==> config.mk <==
export PLATFORM = sky130hd
export DESIGN_NAME = mem_bus_arbiter_flat
export DESIGN_NICKNAME = d
export VERILOG_FILES = /design/src/rtl/mem_bus_arbiter_if.sv /design/src/rtl/mem_bus_arbiter.sv /design/src/flat_wrapper.sv
export SDC_FILE = /design/constraint.sdc
export NUM_CORES = 1
export LEC_CHECK = 0
export CORE_ASPECT_RATIO = 0.5
export CORE_UTILIZATION = 43
export DETAILED_ROUTE_END_ITERATION = 16
export PLACE_DENSITY = 0.87
export SETUP_SLACK_MARGIN = 0.3
export SYNTH_ARGS = -nofsm -noshare
export SYNTH_HDL_FRONTEND = slang
export SYNTH_SLANG_ARGS = --single-unit
==> constraint.sdc <==
create_clock -name CLK -period 2.8 [get_ports CLK]
set_input_delay 0.7 -clock CLK [delete_from_list [all_inputs] [get_ports CLK]]
set_output_delay 0.7 -clock CLK [all_outputs]
set_load 0.02 [all_outputs]
==> src/rtl/mem_bus_arbiter_if.sv <==
// Bus bundle between the arbiter, its requesting masters and the memory port.
// The arbiter takes the slave modport; the masters and memory model take master.
interface mem_bus_arbiter_if #(
    parameter int NUM_MASTERS = 2,
    parameter int DATA_WIDTH  = 32,
    parameter int ADDR_WIDTH  = 26
);
    localparam int GRANT_WIDTH = (NUM_MASTERS > 1) ? $clog2(NUM_MASTERS) : 1;

    logic [NUM_MASTERS-1:0]            M_REQ;
    logic [NUM_MASTERS-1:0]            M_WE;
    logic [NUM_MASTERS*ADDR_WIDTH-1:0] M_ADDR;
    logic [NUM_MASTERS*DATA_WIDTH-1:0] M_WDATA;
    logic [NUM_MASTERS-1:0]            M_ACK;
    logic [DATA_WIDTH-1:0]             M_RDATA;
    logic [ADDR_WIDTH-1:0]             MEM_ADDR;
    logic [DATA_WIDTH-1:0]             MEM_DATA_OUT;
    logic [DATA_WIDTH-1:0]             MEM_DATA_IN;
    logic                              MEM_READ;
    logic                              MEM_WRITE;
    logic                              BUSY;
    logic [GRANT_WIDTH-1:0]            GRANT_ID;

    modport slave (
        input  M_REQ, M_WE, M_ADDR, M_WDATA, MEM_DATA_IN,
        output M_ACK, M_RDATA, MEM_ADDR, MEM_DATA_OUT, MEM_READ, MEM_WRITE, BUSY, GRANT_ID
    );

    modport master (
        output M_REQ, M_WE, M_ADDR, M_WDATA, MEM_DATA_IN,
        input  M_ACK, M_RDATA, MEM_ADDR, MEM_DATA_OUT, MEM_READ, MEM_WRITE, BUSY, GRANT_ID
    );
endinterface

==> src/rtl/mem_bus_arbiter.sv <==
// Round-robin arbiter sharing one memory port among NUM_MASTERS requesters,
// holding each access for ACCESS_CYCLES cycles and acknowledging with a one-cycle pulse.
module mem_bus_arbiter #(
    parameter int NUM_MASTERS   = 2,
    parameter int DATA_WIDTH    = 32,
    parameter int ADDR_WIDTH    = 26,
    parameter int ACCESS_CYCLES = 2
) (
    input  logic              CLK,
    input  logic              RST,
    mem_bus_arbiter_if.slave  bus
);
    localparam int GW = (NUM_MASTERS > 1) ? $clog2(NUM_MASTERS) : 1;
    localparam int CW = (ACCESS_CYCLES > 1) ? $clog2(ACCESS_CYCLES) : 1;

    localparam logic [1:0] ST_IDLE   = 2'd0;
    localparam logic [1:0] ST_ACCESS = 2'd1;
    localparam logic [1:0] ST_DONE   = 2'd2;

    logic [1:0]            state;
    logic [GW-1:0]         rr_ptr;
    logic [GW-1:0]         grant;
    logic [CW-1:0]         cnt;
    logic [ADDR_WIDTH-1:0] addr_q;
    logic [DATA_WIDTH-1:0] wdata_q;
    logic [DATA_WIDTH-1:0] rdata_q;
    logic                  we_q;

    logic                   found;
    logic [GW-1:0]          winner;
    logic [ADDR_WIDTH-1:0]  addr_sel;
    logic [DATA_WIDTH-1:0]  wdata_sel;
    logic                   we_sel;
    logic [NUM_MASTERS-1:0] req_rot;
    logic [NUM_MASTERS-1:0] we_rot;
    int unsigned            idx;

    // Scan from the round-robin pointer upward, wrapping at NUM_MASTERS.
    always_comb begin
        found     = 1'b0;
        winner    = '0;
        addr_sel  = '0;
        wdata_sel = '0;
        we_sel    = 1'b0;
        req_rot   = '0;
        we_rot    = '0;
        idx       = 0;
        for (int unsigned i = 0; i < NUM_MASTERS; i++) begin
            idx = 32'(rr_ptr) + i;
            if (idx >= NUM_MASTERS) idx = idx - NUM_MASTERS;
            req_rot = bus.M_REQ >> idx;
            if (!found && req_rot[0]) begin
                found     = 1'b1;
                winner    = GW'(idx);
                we_rot    = bus.M_WE >> idx;
                we_sel    = we_rot[0];
                addr_sel  = ADDR_WIDTH'(bus.M_ADDR >> (idx * ADDR_WIDTH));
                wdata_sel = DATA_WIDTH'(bus.M_WDATA >> (idx * DATA_WIDTH));
            end
        end
    end

    always_ff @(posedge CLK or negedge RST) begin
        if (!RST) begin
            state   <= ST_IDLE;
            rr_ptr  <= '0;
            grant   <= '0;
            cnt     <= '0;
            addr_q  <= '0;
            wdata_q <= '0;
            rdata_q <= '0;
            we_q    <= 1'b0;
        end else begin
            case (state)
                ST_IDLE: begin
                    if (found) begin
                        addr_q  <= addr_sel;
                        wdata_q <= wdata_sel;
                        we_q    <= we_sel;
                        grant   <= winner;
                        cnt     <= CW'(ACCESS_CYCLES - 1);
                        state   <= ST_ACCESS;
                    end
                end
                ST_ACCESS: begin
                    if (cnt != '0) begin
                        cnt <= cnt - 1'b1;
                    end else begin
                        if (!we_q) rdata_q <= bus.MEM_DATA_IN;
                        state <= ST_DONE;
                    end
                end
                ST_DONE: begin
                    // Requests are not sampled here so a master dropping REQ on ACK is served once.
                    rr_ptr <= (grant == GW'(NUM_MASTERS - 1)) ? '0 : grant + 1'b1;
                    state  <= ST_IDLE;
                end
                default: state <= ST_IDLE;
            endcase
        end
    end

    // Outputs decode from registered state so an asynchronous reset clears them at once.
    assign bus.MEM_READ     = (state == ST_ACCESS) && !we_q;
    assign bus.MEM_WRITE    = (state == ST_ACCESS) && we_q;
    assign bus.MEM_ADDR     = (state == ST_ACCESS) ? addr_q : '0;
    assign bus.MEM_DATA_OUT = ((state == ST_ACCESS) && we_q) ? wdata_q : '0;
    assign bus.M_ACK        = (state == ST_DONE) ? (NUM_MASTERS'(1) << grant) : '0;
    assign bus.M_RDATA      = rdata_q;
    assign bus.BUSY         = (state == ST_ACCESS) || (state == ST_DONE);
    assign bus.GRANT_ID     = grant;
endmodule

==> src/flat_wrapper.sv <==
// flat-port wrapper written by rule: the top's interface ports become plain ports
module mem_bus_arbiter_flat 
#(
    parameter int NUM_MASTERS   = 2,
    parameter int DATA_WIDTH    = 32,
    parameter int ADDR_WIDTH    = 26,
    parameter int ACCESS_CYCLES = 2
)
  (CLK, RST, bus_M_REQ, bus_M_WE, bus_M_ADDR, bus_M_WDATA, bus_MEM_DATA_IN, bus_M_ACK, bus_M_RDATA, bus_MEM_ADDR, bus_MEM_DATA_OUT, bus_MEM_READ, bus_MEM_WRITE, bus_BUSY, bus_GRANT_ID);
  mem_bus_arbiter_if #(.NUM_MASTERS(NUM_MASTERS), .DATA_WIDTH(DATA_WIDTH), .ADDR_WIDTH(ADDR_WIDTH)) bus_i ();
  input  logic CLK;
  input  logic RST;
  input wire logic [$bits(bus_i.M_REQ)-1:0] bus_M_REQ;
  input wire logic [$bits(bus_i.M_WE)-1:0] bus_M_WE;
  input wire logic [$bits(bus_i.M_ADDR)-1:0] bus_M_ADDR;
  input wire logic [$bits(bus_i.M_WDATA)-1:0] bus_M_WDATA;
  input wire logic [$bits(bus_i.MEM_DATA_IN)-1:0] bus_MEM_DATA_IN;
  output wire logic [$bits(bus_i.M_ACK)-1:0] bus_M_ACK;
  output wire logic [$bits(bus_i.M_RDATA)-1:0] bus_M_RDATA;
  output wire logic [$bits(bus_i.MEM_ADDR)-1:0] bus_MEM_ADDR;
  output wire logic [$bits(bus_i.MEM_DATA_OUT)-1:0] bus_MEM_DATA_OUT;
  output wire logic [$bits(bus_i.MEM_READ)-1:0] bus_MEM_READ;
  output wire logic [$bits(bus_i.MEM_WRITE)-1:0] bus_MEM_WRITE;
  output wire logic [$bits(bus_i.BUSY)-1:0] bus_BUSY;
  output wire logic [$bits(bus_i.GRANT_ID)-1:0] bus_GRANT_ID;
  assign bus_i.M_REQ = bus_M_REQ;
  assign bus_i.M_WE = bus_M_WE;
  assign bus_i.M_ADDR = bus_M_ADDR;
  assign bus_i.M_WDATA = bus_M_WDATA;
  assign bus_i.MEM_DATA_IN = bus_MEM_DATA_IN;
  assign bus_M_ACK = bus_i.M_ACK;
  assign bus_M_RDATA = bus_i.M_RDATA;
  assign bus_MEM_ADDR = bus_i.MEM_ADDR;
  assign bus_MEM_DATA_OUT = bus_i.MEM_DATA_OUT;
  assign bus_MEM_READ = bus_i.MEM_READ;
  assign bus_MEM_WRITE = bus_i.MEM_WRITE;
  assign bus_BUSY = bus_i.BUSY;
  assign bus_GRANT_ID = bus_i.GRANT_ID;
  mem_bus_arbiter #(.NUM_MASTERS(NUM_MASTERS), .DATA_WIDTH(DATA_WIDTH), .ADDR_WIDTH(ADDR_WIDTH), .ACCESS_CYCLES(ACCESS_CYCLES)) u_core (.CLK(CLK), .RST(RST), .bus(bus_i));
endmodule
==> flow_metrics.tcl, run 1 <==
set metrics [dict create \
    outcome "complete, no violations" \
    worstSetupStartpoint "u_core.state[1]" \
    rrSetupSlack_ps 900 \
    postRouteWirelength_um 14600 \
    cp-end-kind "output port" \
    avgRoutedWirePerCell_um 18.0 \
    start_util_pct 45.4 \
    ios 250 \
    synth-simple-area-share_pct 13.8 \
    grt_max_degree 60 \
    reg2reg_to "u_core.bus.M_RDATA[30]" \
    yosysTopAreaCell "dfrtp_1" \
    die_w_um 151 \
    path_clk_slew_ps 70 \
    cts_tree "done" \
    syn_area_per_cell_um2 10.9 \
    seq_area_frac_synth_pct 50.5 \
    setup_slack_ps 291 \
    drt_pass1_iterations 4 \
    cts_buffers 9 \
    relSlewSlack_pct 56.3 \
    path_class "register to output port" \
    layout-drive-gt1-share_pct 14.3 \
    final_core_util_pct 71.7 \
    cts-htree-levels 3 \
    max_stage_delay_ps 400 \
    initialDrtViolationCount 295 \
    postCtsSetupBuffers 0 \
    period_minus_slack_ps 2510 \
    synthAdderAreaFrac_pct 1.05 \
    p_seq_share_pct 31.4 \
    p_comb_share_pct 54.2 \
    num_rows 26 \
    worstPathBufferInverterCount 3 \
    internal-power_mw 4.85 \
    grt_pass1_wl_um 23300 \
    ys_ff_latch 96 \
    max-vdd-ir-drop_v 0.000481 \
    clock-sinks 96 \
    ys_types 28 \
    tns_ps 0 \
    rsz0062_at_grt "true" \
    post-dp-hpwl_um 10100 \
    crit_path_max_fanout 27 \
    worst_slew_pin_slew_ps 655 \
    start_kind "register" \
    vias 4406 \
    drv_slew 0 \
    crit_family "buffers and inverters" \
    gp_congestion 0.777 \
    layout.nets 823 \
    synth.area.top_cells "dfrtp_1, a32oi_1, mux2_4" \
    r2r_cells 7 \
    synth_compound_area_share_pct 18.3 \
    post-route-drc-count 0 \
    synth_edf_count 0 \
    min_path_type "input pin to async pin" \
    whs_ps 373 \
    synth_flop_cell "dfrtp_1" \
    core-area_um2 10500 \
    dieHeight_um 76.4 \
    antenna_found_initial 0 \
    rr_startpoint "u_core.state[1]" \
    clockPowerShare_pct 14.4 \
    synth_xor_area_share_pct 0 \
    syn_inst 438 \
    finalSetupViolations 0 \
    post-route-period-util_pct 89.6 \
    clk_path_buf_depth 2 \
    switching_share_pct 40.1 \
    dpl_worst_slack_ps 325 \
    synth_most_common_cell "dfrtp_1" \
    vias_per_cell 5.44 \
    dieArea_um2 11500 \
    postCtsHoldBufs 0 \
    p_switching_mw 3.25 \
    area_delta_synth_final_pct 57.9 \
    hold_viol_final 0 \
    fill_cells 768 \
    async_reset_ff_share_pct 100 \
    drv_cap 0 \
    synthMuxAreaShare_pct 10.2 \
    cp.required_ps 2100 \
    grt_pass1_vias 4482 \
    cp_cell_sequence "inv_2, ha_4, bufbuf_16, and3_1, clkdlybuf4s15_1" \
    antennaDiodeCount 0 \
    yosysWarnings 0 \
    slowest_stage "dfrtp_1" \
    synth_top_family_by_area "compound AO/OA/AOI/OAI gates" \
    clockRootBuffer "clkbuf_16" \
    power_mw 8.10 \
    clock-skew-final_ps 9.50 \
    synth_top_area_share_pct 50.5 \
    p_leak_nw 3.35 \
    grt.total_usage_pct 25.5 \
    insertion_delay_ps 330 \
    grt-ovfl-total 0 \
    worst_ep_arrival_time_ps 1810 \
    power_density_nw_per_um2 1080 \
    fmax_mhz 398 \
    syn_nets 596 \
    syn-cell-area_um2 4760 \
    ant_nets 0 \
    synth_common_cells "dfrtp_1, nor2_1, a21oi_1, a32oi_1, and3_1" \
    port_buffers 249 \
]
-- worst max-delay path by stage --
stage | end | slack (ps) | cells after the start
after floorplan | bus_MEM_DATA_OUT[30] | 900 | 5
after global placement | bus_MEM_DATA_OUT[2] | 370 | 5
after detailed placement | bus_MEM_DATA_OUT[2] | 330 | 5
after CTS | bus_MEM_DATA_OUT[19] | 250 | 5
after global routing | bus_MEM_DATA_OUT[19] | 230 | 5
final | bus_MEM_DATA_OUT[19] | 290 | 5
-- metal layers --
layer / wire, um / global-route usage, %
met5: 0 / 0
met4: 529 / 10.6
met2: 7460 / 44.8
met1: 5730 / 30.9
met3: 868 / 4.31
-- timing repair --
item	in CTS	in global routing
cloned	1	0
setup endpoints to repair	61	26
gates resized for setup	85	34
-- area by class of cell --
type | count | area [um2] | share of cell area (%)
clock buffers | 10 | 239 | 3.18
multi-input cells | 290 | 2090 | 27.9
well taps | 140 | 175 | 2.33
clock inverters | 6 | 42.5 | 0.566
repair buffers | 263 | 2540 | 33.8
flip-flops and latches | 96 | 2400 | 32.0
inverters | 5 | 18.8 | 0.250
-- power by group through the flow --
stage / registers [mW] / logic (mW) / clock network (mW)
finish: 2.54 / 4.39 / 1.17
global route: 2.62 / 4.73 / 1.25
CTS: 2.54 / 4.45 / 1.19
detailed placement: 2.55 / 4.59 / 0
global placement: 2.50 / 4.48 / 0
floorplan: 2.73 / 2.44 / 0
-- placed cells by master, fill, tap and decap left out, drive strengths merged, types with 4 or more instances in the layout --
cell type / count
dfrtp: 96
nor2: 61
a32oi: 58
clkbuf: 26
inv: 6
and3: 32
buf: 21
and2: 29
dlygate4sd2: 37
ha: 4
clkdlybuf4s50: 184
a21oi: 60
mux2: 33
-- registers in the layout, indices dropped and copies added (netlist names) --
register             flops
u_core.wdata_q          32
u_core.addr_q           26
u_core.rr_ptr            1
u_core.cnt               1
u_core.we_q              1
u_core.bus.GRANT_ID      1
u_core.bus.M_RDATA      32
u_core.state             2
-- kinds of logic (layout without fill, tap and decap cells) --
| logic type | Yosys count | in the layout |
|---|---|---|
| fa+ha+maj | 4 | 4 |
| mux | 33 | 33 |
| simple gates | 127 | 127 |
| buf+inv | 52 | 284 |
| flops | 96 | 96 |
| compound gates | 126 | 126 |
-- through the flow --
step / instances / area (um2)
finish: 810 / 7510
global placement: 793 / 7330
detailed placement: 793 / 7330
global route: 810 / 7510
floorplan: 438 / 4760
CTS: 810 / 7610
(Power assumes the default switching activity.)
==> inputs of run 2 (changes only) <==
--- a/config.mk
+++ b/config.mk
@@ -6,6 +6,7 @@
 export NUM_CORES = 1
 export LEC_CHECK = 0
 export CORE_ASPECT_RATIO = 0.5
+export CORE_MARGIN = 1.5
 export CORE_UTILIZATION = 43
 export DETAILED_ROUTE_END_ITERATION = 16
 export PLACE_DENSITY = 0.87
==> flow_metrics.tcl, run 2 (same netlist as run 1, synthesis figures left out) <==
set metrics [dict create \
    outcome "complete, no violations" \
    slowest_stage "dfrtp_1" \
    die_w_um 152 \
    clock-sinks 96 \
    start_util_pct 45.4 \
    period_minus_slack_ps 2410 \
    cts_tree "done" \
    fill_cells 780 \
    grt_pass1_vias 4336 \
    worstPathBufferInverterCount 3 \
    hold_viol_final 0 \
    gp_congestion 0.850 \
    cp_cell_sequence "inv_2, ha_4, buf_12, and3_1, dlygate4sd2_1" \
    vias 4299 \
    clock-skew-final_ps 9.63 \
    antenna_found_initial 0 \
    grt-ovfl-total 0 \
    setup_slack_ps 392 \
    postCtsSetupBuffers 0 \
    post-dp-hpwl_um 9970 \
    layout-drive-gt1-share_pct 15.1 \
    path_clk_slew_ps 70 \
    power_density_nw_per_um2 1080 \
    fmax_mhz 415 \
    min_path_type "input pin to async pin" \
    max_stage_delay_ps 400 \
    vias_per_cell 5.31 \
    cp.required_ps 2100 \
    tns_ps 0 \
    crit_path_max_fanout 31 \
    ios 250 \
    final_common_cell "clkdlybuf4s50_1" \
    antennaDiodeCount 0 \
    grt_max_degree 97 \
    cp-end-kind "output port" \
    rsz0062_at_grt "false" \
    drt_pass1_iterations 4 \
    rr_startpoint "u_core.state[1]" \
    fin_cells 809 \
    num_rows 26 \
    drv_slew 0 \
    port_buffers 249 \
    crit_cells 5 \
    worst_slew_pin_slew_ps 628 \
    post-route-drc-count 0 \
    layout.nets 822 \
    dp_cells 792 \
    final_cell_mix "clkdlybuf4s50_1, dfrtp_1, nor2_1" \
    worst_ep_arrival_time_ps 1710 \
    max-vdd-ir-drop_v 0.000535 \
    ant_nets 0 \
    crit_family "buffers and inverters" \
    drv_cap 0 \
    finalSetupViolations 0 \
    dieHeight_um 77.4 \
    avgRoutedWirePerCell_um 18.0 \
    grt.total_usage_pct 24.6 \
    postRouteWirelength_um 14600 \
    initialDrtViolationCount 321 \
    post-route-period-util_pct 86.0 \
    core-area_um2 10500 \
    insertion_delay_ps 330 \
    dieArea_um2 11700 \
    clockRootBuffer "clkbuf_16" \
    clk_path_buf_depth 2 \
    r2r_cells 7 \
    p_leak_nw 3.32 \
    cts-htree-levels 3 \
    relSlewSlack_pct 58.1 \
    area_delta_synth_final_pct 57.2 \
    postCtsHoldBufs 0 \
    dpl_worst_slack_ps 313 \
    worstSetupStartpoint "u_core.state[1]" \
    grt_pass1_wl_um 22500 \
    path_class "register to output port" \
    cts_buffers 9 \
    start_kind "register" \
]
[run 2: what timing repair did]
item                       in CTS  in global routing
gates cloned                    1                  0
hold endpoints to repair        0                  0
setup endpoints to repair      62                 31
resized for setup              85                 41
[run 2: through the flow]
stage               hold WS [ps]  utilization (%)  power, mW  area, um2
floorplan                    404                -       5.18       4760
global placement             488             69.9       6.99       7330
detailed placement           494             69.9       7.12       7330
CTS                          442             72.6       8.21       7610
global route                 446             71.4       8.59       7480
finish                       422             71.4       8.08       7480
[run 2: layer usage]
metal | share of wire [%] | vias to the layer above | track usage [%]
met5 | 0 | - | 0
li1 | - | 2049 | -
met4 | 2.7 | 0 | 8.46
met3 | 5.8 | 29 | 4.59
met2 | 52 | 156 | 43.8
met1 | 40 | 2065 | 29.7
[run 2: power by group]
part | internal, mW | total [mW] | switching [mW]
Combinational | 2.08 | 4.40 | 2.32
Sequential | 2.11 | 2.51 | 0.393
Clock | 0.636 | 1.18 | 0.540
[run 2: final timing paths]
path                                          end  slack [ps]
setup / recovery             bus_MEM_DATA_OUT[21]         390
min in group CLK            u_core.bus.M_RDATA[7]         510
max in group asynchronous       u_core.addr_q[23]        2010
setup reg to reg           u_core.bus.M_RDATA[30]         850
hold / removal              u_core.bus.M_RDATA[8]         420
hold reg to reg             u_core.bus.M_RDATA[7]         510
[run 2: area by class of cell]
| cell class | instances | area, um2 | area share, % |
|---|---|---|---|
| Inverter | 5 | 18.8 | 0.251 |
| Sequential cell | 96 | 2400 | 32.1 |
| Clock inverter | 6 | 48.8 | 0.653 |
| Multi-Input combinational cell | 290 | 2090 | 28.0 |
| Clock buffer | 10 | 239 | 3.20 |
| Tap cell | 140 | 175 | 2.34 |
| Timing Repair Buffer | 262 | 2500 | 33.4 |
==> inputs of run 3 (changes only) <==
--- a/config.mk
+++ b/config.mk
@@ -5,11 +5,12 @@
 export SDC_FILE = /design/constraint.sdc
 export NUM_CORES = 1
 export LEC_CHECK = 0
+export ABC_AREA = 1
 export CORE_ASPECT_RATIO = 0.5
 export CORE_MARGIN = 1.5
-export CORE_UTILIZATION = 43
+export CORE_UTILIZATION = 49
 export DETAILED_ROUTE_END_ITERATION = 16
-export PLACE_DENSITY = 0.87
+export PLACE_DENSITY = 0.88
 export SETUP_SLACK_MARGIN = 0.3
 export SYNTH_ARGS = -nofsm -noshare
 export SYNTH_HDL_FRONTEND = slang
==> flow_metrics.tcl, run 3 <==
set metrics [dict create \
    outcome "complete, no violations" \
    antennaDiodeCount 0 \
    core-area_um2 12900 \
    use_met2_pct 53.1 \
    drv_slew 0 \
    cts_buffers 9 \
    dieHeight_um 85.0 \
    num_rows 29 \
    layout-drive-gt1-share_pct 5.39 \
    seq_area_um2 2410 \
    final_cell_mix "nand2_1, clkdlybuf4s50_1, dfrtp_1" \
    syn-cell-area_um2 6580 \
    busiest_layer "met2" \
    grt_pass1_wl_um 34500 \
    grt_max_degree 120 \
    cp-end-kind "output port" \
    use_met1_pct 36.3 \
    synth_top_area_share_pct 43.3 \
    worst_slew_pin_slew_ps 1170 \
    drt_pass1_iterations 7 \
    synth_common_cells "nand2_1, dfrtp_1, nand3_1, inv_1, buf_2" \
    setup_slack_ps 351 \
    start_kind "register" \
    final_common_cell "nand2_1" \
    dieArea_um2 14200 \
    relSlewSlack_pct 22.1 \
    grt_pass1_vias 7291 \
    syn_inst 1138 \
    rsz0062_at_grt "false" \
    power_mw 9.34 \
    max_stage_delay_ps 420 \
    p_leak_nw 5.51 \
    post-route-drc-count 0 \
    clock-sinks 96 \
    insertion_delay_ps 350 \
    design_area_um2 9490 \
    grt-ovfl-total 0 \
    crit_path_max_fanout 22 \
    ant_nets 0 \
    layout.nets 1508 \
    multi_input_area_um2 3590 \
    syn_area_per_cell_um2 5.79 \
    synth_edf_count 0 \
    ios 250 \
    vias_per_cell 5.15 \
    max-vdd-ir-drop_v 0.000720 \
    min_path_type "input pin to async pin" \
    period_minus_slack_ps 2450 \
    synth_most_common_cell "nand2_1" \
    yosysWarnings 0 \
    avgRoutedWirePerCell_um 14.0 \
    post-dp-hpwl_um 15100 \
    port_buffers 249 \
    hold_viol_final 0 \
    die_w_um 167 \
    path_clk_slew_ps 70 \
    rrSetupSlack_ps 460 \
    drv_cap 0 \
    initialDrtViolationCount 592 \
    final_core_util_pct 73.7 \
    cp.required_ps 2100 \
    worst_ep_arrival_time_ps 1750 \
    postRouteWirelength_um 21300 \
    synth_flop_cell "dfrtp_1" \
    clockRootBuffer "clkbuf_16" \
    syn_nets 1296 \
    clock-skew-final_ps 8.00 \
    worstPathBufferInverterCount 4 \
    placed_cell_area_um2 9210 \
    seq_area_frac_synth_pct 36.5 \
    tns_ps 0 \
    yosysTopAreaCell "nand2_1" \
    area_delta_synth_final_pct 44.2 \
    path_class "register to output port" \
    ys_types 20 \
    cp_cell_sequence "inv_2, ha_4, inv_1, nor2_2, buf_12, dlygate4sd2_1" \
    fill_cells 1069 \
    vias 7853 \
    cts_tree "done" \
    clk_path_buf_depth 2 \
    post-route-period-util_pct 87.5 \
    gp_congestion 0.853 \
    slowest_stage "dfrtp_1" \
    ys_ff_latch 96 \
    synth.area.top_cells "nand2_1, dfrtp_1, nand3_1" \
    power_density_nw_per_um2 984 \
    grt.total_usage_pct 30.0 \
    finalSetupViolations 0 \
    antenna_found_initial 0 \
    async_reset_ff_share_pct 100 \
    dpl_worst_slack_ps 306 \
    cts-htree-levels 3 \
    start_util_pct 51.1 \
    fmax_mhz 408 \
    crit_family "buffers and inverters" \
    use_met3_pct 5.83 \
]
-- run 3: cell count changes in the layout (fill, tap and decap cells not counted), sizes merged, moves of 10 or more --
cell,previous run,this run
buf,15,25
nor2,61,36
a21oi,60,1
clkbuf,38,18
nand2,1,761
inv,8,72
mux2,33,0
and2,29,0
a32oi,58,0
clkdlybuf4s15,1,18
and3,32,0
nand3,0,94
-- run 3: where the power goes --
| group | leakage [nW] | internal [mW] | total [mW] | switching (mW) |
|---|---|---|---|---|
| logic | 4.13 | 2.05 | 5.51 | 3.46 |
| registers | 1.22 | 2.01 | 2.45 | 0.444 |
| clock network | 0.164 | 0.804 | 1.38 | 0.575 |
| total | 5.51 | 4.86 | 9.34 | 4.48 |
-- run 3: final timing paths --
| kind | depth (start not counted) | from | to |
|---|---|---|---|
| min reg2reg | 2 | u_core.bus.M_RDATA[5] | u_core.bus.M_RDATA[5] |
| max | 6 | u_core.state[1] | bus_MEM_READ |
| min | 1 | RST | u_core.addr_q[11] |
| min in group CLK | 2 | u_core.bus.M_RDATA[5] | u_core.bus.M_RDATA[5] |
| max reg2reg | 8 | u_core.rr_ptr | u_core.wdata_q[0] |
| max in group asynchronous | 2 | RST | u_core.rr_ptr |
-- run 3: per-layer routing --
metal	share of wire, %	vias to the layer above
li1	-	3817
met1	40	3596
met2	49	380
met3	7.9	60
met4	3.2	0
met5	0	-
-- run 3: cells by family (layout without fill, tap and decap cells) --
group,after synthesis,in the layout,synth area share (%)
DFF,96,96,36.5
AOI/OAI and AO/OA,5,5,0.532
buffers and inverters,142,359,9.41
and+or+nand+nor,891,891,52.8
adders and majority gates,4,4,0.760
-- run 3: final cells by class --
type	instances	share of cell area (%)
tap	170	2.24
multi-input combinational	900	37.9
inverter	70	2.78
timing repair buffer	273	28.3
clock inverter	7	1.15
clock buffer	9	2.37
sequential	96	25.3
-- run 3: stage by stage --
stage,hold WS (ps),cells
after CTS,270,1525
after detailed placement,458,1509
after floorplan,404,1138
after global placement,454,1509
final,260,1525
after global routing,275,1525
-- run 3: what timing repair did --
item                       4_1_cts  5_1_grt
setup endpoints to repair       62       39
resized for setup               97       18
hold buffers                     0        0
gates cloned                     0        0
buffers inserted                 0        0
